===== config.mk =====
export PLATFORM = sky130hd
export DESIGN_NAME = pc_fetch_sequencer
export DESIGN_NICKNAME = d
export VERILOG_FILES = /design/src/rtl/pc_fetch_sequencer.sv
export SDC_FILE = /design/constraint.sdc
export NUM_CORES = 1
export LEC_CHECK = 0
export ABC_AREA = 1
export CAP_MARGIN = 25
export CORE_AREA = 2 2 85 87
export CTS_CLUSTER_DIAMETER = 80
export DETAILED_ROUTE_END_ITERATION = 12
export DIE_AREA = 0 0 87 89
export MAX_ROUTING_LAYER = met4
export PLACE_DENSITY_LB_ADDON = 0.12
export SYNTH_ARGS = -nofsm -noshare
export SYNTH_HDL_FRONTEND = slang
export SYNTH_SLANG_ARGS = --single-unit

===== constraint.sdc =====
create_clock -name clk -period 4.8 [get_ports clk]
set_clock_uncertainty 0.1 [all_clocks]
set_input_delay 0.72 -clock clk [delete_from_list [all_inputs] [get_ports clk]]
set_output_delay 0.72 -clock clk [all_outputs]
set_load 0.03 [all_outputs]

===== src/rtl/pc_fetch_sequencer.sv =====
// Fetch/execute sequencer: fetches an instruction at pc, holds it for decode
// until the stage completes, then branches, halts on HALT_INSTR or halts on a misaligned target.
//
// state | meaning
// IDLE  | out of reset, pc parked at RESET_PC, waiting for start
// FETCH | imem_req high, waiting for imem_ack
// EXEC  | instr presented with instr_valid, waiting for stage_done
// HALT  | halted; pc/instr/retired frozen until start
module pc_fetch_sequencer #(
  parameter logic [7:0]  RESET_PC    = 8'd0,
  parameter logic [31:0] HALT_INSTR  = 32'h00000073,
  // Ceiling for the retired counter; lowered only when a shorter saturation point is wanted.
  parameter logic [15:0] RETIRED_SAT = 16'hFFFF
) (
  input  logic        clk,
  input  logic        rst_n,
  input  logic        start,
  input  logic [7:0]  next_pc,
  input  logic        stage_done,
  input  logic        imem_ack,
  input  logic [31:0] imem_rdata,
  output logic        imem_req,
  output logic [7:0]  imem_addr,
  output logic [7:0]  pc,
  output logic [31:0] instr,
  output logic        instr_valid,
  output logic [15:0] retired,
  output logic        halted,
  output logic        misalign_err
);

  typedef enum logic [1:0] {
    IDLE  = 2'd0,
    FETCH = 2'd1,
    EXEC  = 2'd2,
    HALT  = 2'd3
  } state_t;

  state_t state;

  always_ff @(posedge clk or negedge rst_n) begin
    if (!rst_n) begin
      state        <= IDLE;
      pc           <= RESET_PC;
      imem_req     <= 1'b0;
      instr        <= 32'h0;
      instr_valid  <= 1'b0;
      retired      <= 16'h0;
      halted       <= 1'b0;
      misalign_err <= 1'b0;
    end else begin
      case (state)
        IDLE: begin
          if (start) begin
            pc       <= RESET_PC;
            imem_req <= 1'b1;
            state    <= FETCH;
          end
        end
        FETCH: begin
          if (imem_ack) begin
            instr       <= imem_rdata;
            instr_valid <= 1'b1;
            imem_req    <= 1'b0;
            state       <= EXEC;
          end
        end
        EXEC: begin
          if (stage_done) begin
            instr_valid <= 1'b0;
            if (retired < RETIRED_SAT) begin
              retired <= retired + 16'd1;
            end
            // A misaligned target wins over the halt instruction.
            if (next_pc[1:0] != 2'b00) begin
              halted       <= 1'b1;
              misalign_err <= 1'b1;
              state        <= HALT;
            end else if (instr == HALT_INSTR) begin
              halted <= 1'b1;
              state  <= HALT;
            end else begin
              pc       <= next_pc;
              imem_req <= 1'b1;
              state    <= FETCH;
            end
          end
        end
        HALT: begin
          if (start) begin
            pc           <= RESET_PC;
            retired      <= 16'h0;
            misalign_err <= 1'b0;
            halted       <= 1'b0;
            instr_valid  <= 1'b0;
            imem_req     <= 1'b1;
            state        <= FETCH;
          end
        end
        default: state <= IDLE;
      endcase
    end
  end

  assign imem_addr = pc;

endmodule


==> flow_summary.ini, run 1 <==
[clocking]
clk_pin_slew_ps = 70
cts_tree = yes
cts_made_buffers = 9
ctsLongestPathBuffers = 2
cts_setup_buffers = 0
hold_buffers = 0
cts_root_buf = clkbuf_8
clock_latency_ps = 340
htree_levels = 3
cts_resized = 0
cts.sinks = 62

[die]
fp.dieH_um = 89
die_x_um = 87
io_pins = 113
die_area_mm2 = 0.00774
coreArea_mm2 = 0.00672
start_util_pct = 48.3
fp-row-count = 30

[global_route]
grt_max_degree = 63
grt_use_total_pct = 21.0
grt_pass1_wl_mm = 12.3
grt.overflow.total = 0
grt_pass1_vias = 2715
antenna_found_initial = 0

[yosys]
ys_ff_latch = 62
synth.distinct_cells = 36
post-synth-top-count-cell = nand2_1
async_flop_share_pct = 100
yosysTopAreaCellShare_pct = 47.8
syn_nets = 445
synth-edff-count = 0
ys_warn_count = 0
synth.area.top_cells = dfrtp_1 48%, nand2_1 12%, nor2_1 5.5%
ys.flop_type = dfrtp_1
synthTopCellsByCount = 105 x nand2_1, 62 x dfrtp_1, 48 x nor2_1
seq_area_frac_synth_pct = 47.8
synth_area_per_cell_um2 = 8.22
syn_inst = 395
syn_area_mm2 = 0.00325
synth_top_area_cell = dfrtp_1

[finish]
drive_gt1_share_pct = 10.7
n_fill_cell = 552
diodes = 0
num-nets-final = 552
area_growth_pct = 41.8

[power_and_ir_drop]
powerDensity_mw_per_mm2 = 661
ir_drop_mv = 0.398
p_leak_nw = 2.12
total_power_mw = 3.05

[place]
dp_worst_setup_slack_ps = 2290
io_buffer_count = 112
routabilityCongestion = 0.779
hpwlAfterDp_mm = 5.59

[critical_path]
worst-setup-path-type = flop to output pin
critPathBufInv = 1
crit_slowest_cell = clkdlybuf4s50_1
cp_top_family = buffers and inverters
path_cells = clkdlybuf4s50_1
max_stage_delay_ps = 710
required_ps = 3980
cp-end-kind = output pin
crit_arrival_ps = 1510
ff2ff_setup_slack_ps = 2500
start_kind = flop
cp_max_fo = 5

[routing]
drt-initial-drc-count = 128
ant_nets = 0
dr.pass1.iters = 4
routedWlPerCell_um = 13.1
detail_route.vias_per_cell = 4.98
drc = 0
via_count = 2923
routed_wl_mm = 7.70

[sta]
finalSetupViolCount = 0
fin_ws_ps = 2470
drv_slew = 0
fin_setup_tns_ps = 0
hold_viol = 0
rsz0062_at_grt = no
clock.fmax_mhz = 430
finalCritPeriodShare_pct = 48.5
relSlewSlack_pct = 47.1
worstMarginPinSlew_ps = 793
fin_crit_ps = 2330

[status]
status = complete, no violations

[job]
drv_cap = 0

[min_path]
min_path_type = flop to flop
per-stage QoR:
stage                     instance area [µm²]  std cells  hold WS (ps)  utilization, %
after floorplan                          3250        395           324               -
after global placement                   4350        570           356            64.8
after detailed placement                 4360        571           370            64.9
after CTS                                4610        587           389            68.6
after global routing                     4610        587           406            68.6
final                                    4610        587           385            68.6
sequential cells by signal, indices dropped and copies added, names as in the netlist:
name and count:
halted 1, imem_addr 8, imem_req 1, instr 32, instr_valid 1, misalign_err 1
retired 16, state 2
power by group:
group | total [mW] | switching, mW | internal [mW]
sequential | 0.860 | 0.136 | 0.724
clock | 0.568 | 0.207 | 0.360
combinational | 1.62 | 0.987 | 0.633
logic make-up after synthesis:
family                   Yosys count  synth area share, %
AO/OA/AOI/OAI                     43                 8.21
XOR/XNOR                           5                 1.35
adder cells (fa/ha/maj)            5                 1.93
buffers and inverters             66                 9.28
flip-flops                        62                 47.8
multiplexers                      13                 4.51
AND/OR/NAND/NOR                  201                 27.0
final timing paths:
kind | depth (start not counted) | start | end
min in group asynchronous | 2 | rst_n | retired[13]$_DFFE_PN0P_
min reg2reg | 2 | halted$_DFFE_PN0P_ | halted$_DFFE_PN0P_
min | 2 | halted$_DFFE_PN0P_ | halted$_DFFE_PN0P_
max in group asynchronous | 2 | rst_n | retired[15]$_DFFE_PN0P_
max | 1 | retired[6]$_DFFE_PN0P_ | retired[6]
max reg2reg | 8 | state[1]$_DFFE_PN0P_ | imem_addr[0]$_DFFE_PN0P_
final cells by class:
type	instances	area (µm²)	share of cell area [%]
inverters	47	176	3.83
multi-input cells	267	1400	30.3
well taps	80	100	2.17
flip-flops and latches	62	1550	33.7
clock inverters	5	106	2.31
repair buffers	115	1140	24.7
clock buffers	11	141	3.07
layer usage:
layer  share of wire, %  global-route usage (%)
met5                  0                       -
met4                1.7                    8.52
met3                8.4                    7.39
met2                 46                    32.5
met1                 44                    25.1
layout by cell type (no fill, tap or decap), types with 2 or more instances in the layout:
cell type and count:
inv_1 46, a21oi_1 20, nand4_1 12, nand3_1 18, and2_0 2, nand2_1 105
o21ai_0 7, clkdlybuf4s50_1 111, ha_1 5, o21bai_1 3, o21ai_2 8, nor3_1 2
bufinv_16 3, dfrtp_1 62, or2_2 2, nand3b_1 2, nor2_2 2, clkbuf_8 10
nand2_2 3, buf_2 2, xnor2_1 2, xor2_1 3, nor2_1 48, mux2_2 13
buf_4 2
Note: power is estimated with default switching activity, not from simulation.
==> inputs of run 2 (changes only) <==
--- a/config.mk
+++ b/config.mk
@@ -7,10 +7,10 @@
 export LEC_CHECK = 0
 export ABC_AREA = 1
 export CAP_MARGIN = 25
-export CORE_AREA = 2 2 85 87
+export CORE_AREA = 2 2 88 90
 export CTS_CLUSTER_DIAMETER = 80
 export DETAILED_ROUTE_END_ITERATION = 12
-export DIE_AREA = 0 0 87 89
+export DIE_AREA = 0 0 90 92
 export MAX_ROUTING_LAYER = met4
 export PLACE_DENSITY_LB_ADDON = 0.12
 export SYNTH_ARGS = -nofsm -noshare
==> constraint.sdc (replaced) <==
create_clock -name clk -period 2.3 [get_ports clk]
set_clock_uncertainty 0.1 [all_clocks]
set_input_delay 0.345 -clock clk [delete_from_list [all_inputs] [get_ports clk]]
set_output_delay 0.345 -clock clk [all_outputs]
set_load 0.03 [all_outputs]
==> flow_summary.ini, run 2 (synthesized netlist as in run 1, its figures left out) <==
[sta]
fin_ws_ps = 290
fin_setup_tns_ps = 0
hold_viol = 0
clock.fmax_mhz = 498
drv_slew = 0
worstMarginPinSlew_ps = 675
relSlewSlack_pct = 54.9
finalCritPeriodShare_pct = 87.4
rsz0062_at_grt = no
fin_crit_ps = 2010
finalSetupViolCount = 0

[global_route]
busiest_layer = met2
grt_use_met1_pct = 23.7
grt_pass1_wl_mm = 13.1
grt.overflow.total = 0
grt_max_degree = 46
grt_util_met2_pct = 33.2
grt_use_total_pct = 20.1
grt_use_met3_pct = 4.93
antenna_found_initial = 0
grt_pass1_vias = 2886

[clocking]
ctsLongestPathBuffers = 2
cts_root_buf = clkbuf_8
cts.sinks = 62
cts_tree = yes
clk_pin_slew_ps = 80
clock_latency_ps = 340
htree_levels = 3
cts_made_buffers = 9
cts_resized = 0

[job]
drv_cap = 0

[critical_path]
start_kind = flop
crit_cells = 8
worst-setup-path-type = flop to flop
ff2ff_setup_slack_ps = 290
crit_arrival_ps = 2130
max_stage_delay_ps = 460
reg2regPathDepth = 8
crit_slowest_cell = ha_1
rr_endpoint = imem_addr[6]$_DFFE_PN0P_
critPathBufInv = 1
path_cells = inv_1 > ha_1 > nor2_1 > nand3b_1 > nor2_2 > nand3_2 > nand2_1 > nand2_1
cp-end-kind = flop
cp_top_family = simple AND/OR/NAND/NOR gates
required_ps = 2420
reg2reg_from = state[1]$_DFFE_PN0P_
cpMostUsedCell = nand2_1
cp_max_fo = 10

[die]
io_pins = 113
die_area_mm2 = 0.00828
coreArea_mm2 = 0.00745
start_util_pct = 43.6
die_x_um = 90
fp.dieH_um = 92
fp-row-count = 32

[min_path]
min_path_type = primary input to asynchronous set/reset pin

[routing]
dr.pass1.iters = 4
via_count = 2947
routed_wl_mm = 7.69
drc = 0
drt-initial-drc-count = 162
detail_route.vias_per_cell = 4.80
ant_nets = 0
routedWlPerCell_um = 12.5

[place]
post_dp_cell_area_mm2 = 0.00444
hpwlAfterDp_mm = 5.67
routabilityCongestion = 0.788
io_buffer_count = 112
dp_worst_setup_slack_ps = 306

[power_and_ir_drop]
p_leak_nw = 2.14
powerDensity_mw_per_mm2 = 1350
ir_drop_mv = 0.755

[finish]
regMostFlops = instr
drive_gt1_share_pct = 11.5
design_area_mm2 = 0.00468
num-nets-final = 557
diodes = 0
final_common_cell = clkdlybuf4s50_1
area_growth_pct = 44.0
largest_reg_flops = 32
most-common-layout-cells = 111 x clkdlybuf4s50_1, 105 x nand2_1, 62 x dfrtp_1
post-route-util_pct = 62.8

[status]
status = complete, no violations
[run 2: changes by cell type in the layout (fill, tap and decap cells not counted), sizes merged]
cell         before  now
buf               4    8
clkinv            1    2
clkinvlp          1    2
clkbuf           11   10
dlygate4sd3       0    1
bufinv            3    2
[run 2: timing repair]
| action | in CTS | in global routing |
|---|---|---|
| hold endpoints to repair | 17 | 0 |
| hold buffers | 1 | 0 |
| buffers inserted | 0 | 0 |
[run 2: worst register-to-register path: stages, from the launching register on]
cell and delay, ps:
dfrtp_1 390, inv_1 80, ha_1 460, nor2_1 80, nand3b_1 210, nor2_2 190, nand3_2 210, nand2_1 120
nand2_1 60
[run 2: area by class of cell]
class | instances | area, µm²
Clock buffer | 10 | 138
Clock inverter | 6 | 85.1
Fill cell | 681 | 2770
Sequential cell | 62 | 1550
Multi-Input combinational cell | 267 | 1400
Timing Repair Buffer | 120 | 1200
Inverter | 47 | 176
Tap cell | 102 | 128
[run 2: metal layers]
metal | part of all wire, % | routed length [µm]
met5 | 0 | 0
met3 | 6.6 | 504
met1 | 43 | 3300
met4 | 1.6 | 120
met2 | 49 | 3760
[run 2: where the power goes]
part	switching, mW	internal [mW]	leakage, nW	total, mW
logic	2.05	1.38	1.28	3.43
registers	0.296	1.51	0.750	1.81
clock network	0.432	0.635	0.108	1.07
total	2.78	3.53	2.14	6.31
[run 2: worst max path at each step]
| stage | startpoint | end | slack, ps |
|---|---|---|---|
| after global placement | imem_ack | instr[18]$_DFFE_PN0P_ | 300 |
| after CTS | state[0]$_DFFE_PN0P_ | imem_addr[6]$_DFFE_PN0P_ | 280 |
| after global routing | state[1]$_DFFE_PN0P_ | imem_addr[6]$_DFFE_PN0P_ | 90 |
| after detailed placement | imem_ack | instr[13]$_DFFE_PN0P_ | 310 |
| after floorplan | state[0]$_DFFE_PN0P_ | imem_addr[0]$_DFFE_PN0P_ | 460 |
| final | state[1]$_DFFE_PN0P_ | imem_addr[6]$_DFFE_PN0P_ | 290 |
[run 2: stage by stage]
stage | hold slack, ps | power [mW] | instances
2_1_floorplan | -50.6 | 4.04 | 395
3_3_place_gp | 210 | 5.21 | 597
3_5_place_dp | 214 | 5.28 | 597
4_1_cts | 384 | 6.36 | 614
5_1_grt | 406 | 6.74 | 614
6_report | 366 | 6.31 | 614
